`src/rtl/fxp_multiplier.sv`:
```
// Radix-2 shift-add unsigned fixed-point multiplier: one multiplier bit per clock,
// truncated Q(WIDTH-FRAC).FRAC product that saturates to all ones on integer overflow.
module fxp_multiplier #(
  parameter int WIDTH = 10,
  parameter int FRAC  = 5
) (
  input  logic             clk,
  input  logic             rst,
  input  logic [WIDTH-1:0] a_in,
  input  logic [WIDTH-1:0] b_in,
  input  logic             start,
  input  logic             sclr,
  output logic [WIDTH-1:0] q_out,
  output logic             ovf,
  output logic             busy,
  output logic             valid
);

  localparam int CW = (WIDTH > 1) ? $clog2(WIDTH) : 1;
  localparam logic [CW-1:0] LAST = CW'(WIDTH - 1);

  typedef enum logic {IDLE, CALC} state_t;

  state_t               state_q, state_d;
  logic [2*WIDTH-1:0]   a_q, a_d;
  logic [WIDTH-1:0]     b_q, b_d;
  logic [2*WIDTH-1:0]   p_q, p_d;
  logic [CW-1:0]        cnt_q, cnt_d;
  logic [WIDTH-1:0]     q_q, q_d;
  logic                 ovf_q, ovf_d;
  logic                 busy_q, busy_d;
  logic                 valid_q, valid_d;
  logic [2*WIDTH-1:0]   p_sum;

  always_comb begin
    state_d = state_q;
    a_d     = a_q;
    b_d     = b_q;
    p_d     = p_q;
    cnt_d   = cnt_q;
    q_d     = q_q;
    ovf_d   = ovf_q;
    busy_d  = busy_q;
    valid_d = 1'b0;
    p_sum   = p_q + (b_q[0] ? a_q : '0);

    if (sclr) begin
      state_d = IDLE;
      a_d     = '0;
      b_d     = '0;
      p_d     = '0;
      cnt_d   = '0;
      q_d     = '0;
      ovf_d   = 1'b0;
      busy_d  = 1'b0;
    end else begin
      case (state_q)
        IDLE: begin
          if (start) begin
            a_d     = {{WIDTH{1'b0}}, a_in};
            b_d     = b_in;
            p_d     = '0;
            cnt_d   = '0;
            busy_d  = 1'b1;
            state_d = CALC;
          end
        end
        CALC: begin
          p_d   = p_sum;
          a_d   = a_q << 1;
          b_d   = b_q >> 1;
          cnt_d = cnt_q + 1'b1;
          // Result is formed from the final partial sum in the same edge it is accumulated.
          if (cnt_q == LAST) begin
            ovf_d   = |p_sum[2*WIDTH-1:WIDTH+FRAC];
            q_d     = ovf_d ? '1 : p_sum[WIDTH+FRAC-1:FRAC];
            valid_d = 1'b1;
            busy_d  = 1'b0;
            cnt_d   = '0;
            state_d = IDLE;
          end
        end
        default: state_d = IDLE;
      endcase
    end
  end

  always_ff @(posedge clk or posedge rst) begin
    if (rst) begin
      state_q <= IDLE;
      a_q     <= '0;
      b_q     <= '0;
      p_q     <= '0;
      cnt_q   <= '0;
      q_q     <= '0;
      ovf_q   <= 1'b0;
      busy_q  <= 1'b0;
      valid_q <= 1'b0;
    end else begin
      state_q <= state_d;
      a_q     <= a_d;
      b_q     <= b_d;
      p_q     <= p_d;
      cnt_q   <= cnt_d;
      q_q     <= q_d;
      ovf_q   <= ovf_d;
      busy_q  <= busy_d;
      valid_q <= valid_d;
    end
  end

  assign q_out = q_q;
  assign ovf   = ovf_q;
  assign busy  = busy_q;
  assign valid = valid_q;

endmodule

```
`config.mk`:
```
export PLATFORM = sky130hd
export DESIGN_NAME = fxp_multiplier
export DESIGN_NICKNAME = d
export VERILOG_FILES = /design/src/rtl/fxp_multiplier.sv
export SDC_FILE = /design/constraint.sdc
export NUM_CORES = 1
export LEC_CHECK = 0
export CAP_MARGIN = 20
export CORE_MARGIN = 2
export CORE_UTILIZATION = 45
export CTS_CLUSTER_SIZE = 40
export DETAILED_ROUTE_END_ITERATION = 10
export GPL_TIMING_DRIVEN = 0
export HOLD_SLACK_MARGIN = 0.12
export PLACE_DENSITY = 0.64
export SYNTH_ARGS = -nofsm -noshare
export SYNTH_HDL_FRONTEND = slang
export SYNTH_SLANG_ARGS = --single-unit
```
`constraint.sdc`:
```
create_clock -name clk -period 3.15 [get_ports clk]
set_input_delay 0.63 -clock clk [delete_from_list [all_inputs] [get_ports clk]]
set_output_delay 0.63 -clock clk [all_outputs]
set_load 0.05 [all_outputs]
```
==> metrics.cfg <==
[synth]
ys_ff_latch = 68
synth.distinct_cells = 44
synthCells = 420
async_flop_share_pct = 100
synth.area.top_cells = dfrtp_1 43%, a21oi_1 7.2%, ha_1 6.7%
seq_area_frac_synth_pct = 43.2
synth_ff_type = dfrtp_1
yosysMostFrequentCell = dfrtp_1
syn_avg_cell_area_sq_um = 9.39
synth_top_area_share_pct = 43.2
synth_fp_nets = 466
yosysWarnings = 0
synth-edff-count = 0
synth_commonest_cells = 68 x dfrtp_1, 57 x a21oi_1, 52 x nor2_1, 24 x a22o_1, 23 x mux2i_1
yosys.area.top_type = dfrtp_1
synth_area_sq_um = 3940

[sta]
timing.final.crit_share_pct = 98.8
rsz0062_at_grt = yes
tightest_slew_ns = 0.876
period_minus_slack_ns = 3.11
maxSlewViolCount = 0
setup_viol = 0
fmax_mhz = 321
finClkSkew_ns = 0.0149
whs_ns = 0.504
hold_viol = 0
relSlewSlack_pct = 41.4

[placed_design]
finalWeightedCongestion = 0.857
io_buffer_count = 34
dp_cells = 562
hpwl_um = 6670

[global_routing]
grt_pass1_vias = 3269
grt_util_all_layers_pct = 21.1
grt_max_degree = 69
gr-total-overflow = 0
grt_pass1_wl_um = 16100
antenna_found_initial = 0

[route]
drc = 0
routed_via_density = 5.67
first_iter_violations = 189
ant_nets = 0
drt-wirelength-per-cell_um = 16.8
dr_total_vias = 3332
wl_um = 9850
drt_pass1_iterations = 4

[die]
start_util_pct = 45.9
die_w_um = 97.6
top_level_ports = 37
row_count = 34
dieArea_sq_um = 9530
die_h_um = 97.6
core_sq_um = 8590

[worst_setup_path]
critPathMaxFanout = 8
worstPathArrival_ns = 3.33
end_kind = flip-flop
start_kind = flip-flop
r2r_setup_slack_ns = 0.04
cp-startpoint = b_q[0]$_DFFE_PP0P_
cp.required_ns = 3.37
r2r-end = q_out[3]$_DFFE_PP0P_
worstSetupPathType = flip-flop to flip-flop
r2r_start = b_q[0]$_DFFE_PP0P_
crit_path_end = q_out[3]$_DFFE_PP0P_
reg2regPathDepth = 15

[cells_and_area]
fillers = 760
diodes = 0
stdcell_count = 588
drive_gt1_share_pct = 12.5
areaGrowthSynthToFinish_pct = 24.4
utilization_pct = 57.1
seqCellArea_sq_um = 1700
final_nets = 521
multi_input_area_sq_um = 2310

[power_and_ir_drop]
p_per_area_nw_per_um2 = 352
power_w = 0.00173
p_leak_nw = 2.23
ir_drop_mv = 0.178

[cts]
ctsHoldBuffers = 0
ctsRootBufferMaster = clkbuf_8
cts_tree = yes
cts_made_buffers = 9
clkTransAtPathRegs_ns = 0.07
clock_path_buffers = 2
cts_sinks = 68
h-tree-depth = 3
clk_latency_ns = 0.35

[status]
run_status = complete, no violations

[worst_hold_path]
hold_path.class = flip-flop to flip-flop

[run]
drv_cap = 0

[logic make-up after synthesis]
kind of cell | share of synthesized area (%)
buffers and inverters | 3.36
multiplexers | 5.84
flip-flops | 43.2
AO/OA/AOI/OAI | 22.3
AND/OR/NAND/NOR | 14.4
XOR/XNOR | 3.78
adder cells (fa/ha/maj) | 7.17
[report_power, final]
| part | internal, W | switching (W) | leakage [nW] | total (W) |
|---|---|---|---|---|
| Clock | 0.000305 | 0.000339 | 0.0824 | 0.000644 |
| Sequential | 0.000892 | 0.0000148 | 0.937 | 0.000906 |
| Combinational | 0.0000702 | 0.000108 | 1.21 | 0.000178 |
[sequential cells by signal, indices dropped and copies added, names as in the netlist]
signal / count
q_out: 10
b_q: 10
valid: 1
busy: 1
p_q: 20
ovf: 1
state_q: 1
a_q: 20
cnt_q: 4
[per-stage QoR]
| step | cell area (sq um) | setup TNS (ns) | setup slack [ns] |
|---|---|---|---|
| after detailed placement | 4420 | -5.77 | -0.552 |
| after CTS | 4740 | 0 | 0.00294 |
| final | 4900 | 0 | 0.0392 |
| after global placement | 4420 | -33.99 | -0.536 |
| after floorplan | 3940 | 0 | 0.225 |
| after global routing | 4900 | -0.609 | -0.0703 |
[timing repair]
item / in CTS / in global routing
gates cloned: 1 / 0
setup buffers: 5 / 3
pin swaps: 6 / 20
resized for setup: 21 / 24
setup endpoints to repair: 14 / 12
[how the worst min path moves through the flow]
stage,from,end,cells past startpoint
CTS,p_q[17]$_DFFE_PP0P_,p_q[17]$_DFFE_PP0P_,2
global placement,p_q[4]$_DFFE_PP0P_,p_q[4]$_DFFE_PP0P_,2
floorplan,p_q[17]$_DFFE_PP0P_,p_q[17]$_DFFE_PP0P_,2
global route,p_q[17]$_DFFE_PP0P_,p_q[17]$_DFFE_PP0P_,2
detailed placement,p_q[4]$_DFFE_PP0P_,p_q[4]$_DFFE_PP0P_,2
finish,p_q[17]$_DFFE_PP0P_,p_q[17]$_DFFE_PP0P_,2
[worst max-delay path, stage by stage, from the launching register on]
cell      delay [ns]
dfrtp_1         0.42
clkbuf_8        0.16
buf_4           0.16
and2_1          0.16
ha_1            0.34
nand2_1         0.09
o21ai_1         0.22
nor3_1          0.08
a21o_1          0.23
buf_6           0.13
o21a_1          0.20
xnor2_2         0.16
nor4b_2         0.25
buf_4           0.17
buf_6           0.12
a31oi_1         0.09
[routing by layer]
metal / share of wire (%) / global-route usage [%]
met2: 46 / 32.9
met1: 48 / 29.4
met5: 0 / 0
met3: 3.7 / 3.31
met4: 2.2 / 8.55
[layout by cell type, fill, tap and decap left out, drive strengths merged, types with 2 or more instances in the layout]
master,instances
dfrtp,68
a21oi,57
nor2,52
clkdlybuf4s50,34
clkbuf,34
a22o,24
mux2i,23
ha,21
nand2,20
and2,19
o21ai,16
a31oi,13
buf,12
xnor2,11
inv,10
a21o,8
nand2b,8
nor3,7
xor2,6
o211ai,4
and3,3
o21bai,3
a211oi,3
nor2b,2
or2,2
o21a,2
clkinvlp,2
clkinv,2
[layout make-up]
class	count	area share, %
sequential	68	34.7
tap	108	2.76
clock inverter	4	0.510
multi-input combinational	318	47.2
timing repair buffer	44	8.62
inverter	10	0.816
buffer	24	2.47
clock buffer	12	2.96
No activity file was read; power rests on OpenSTA's default activity.
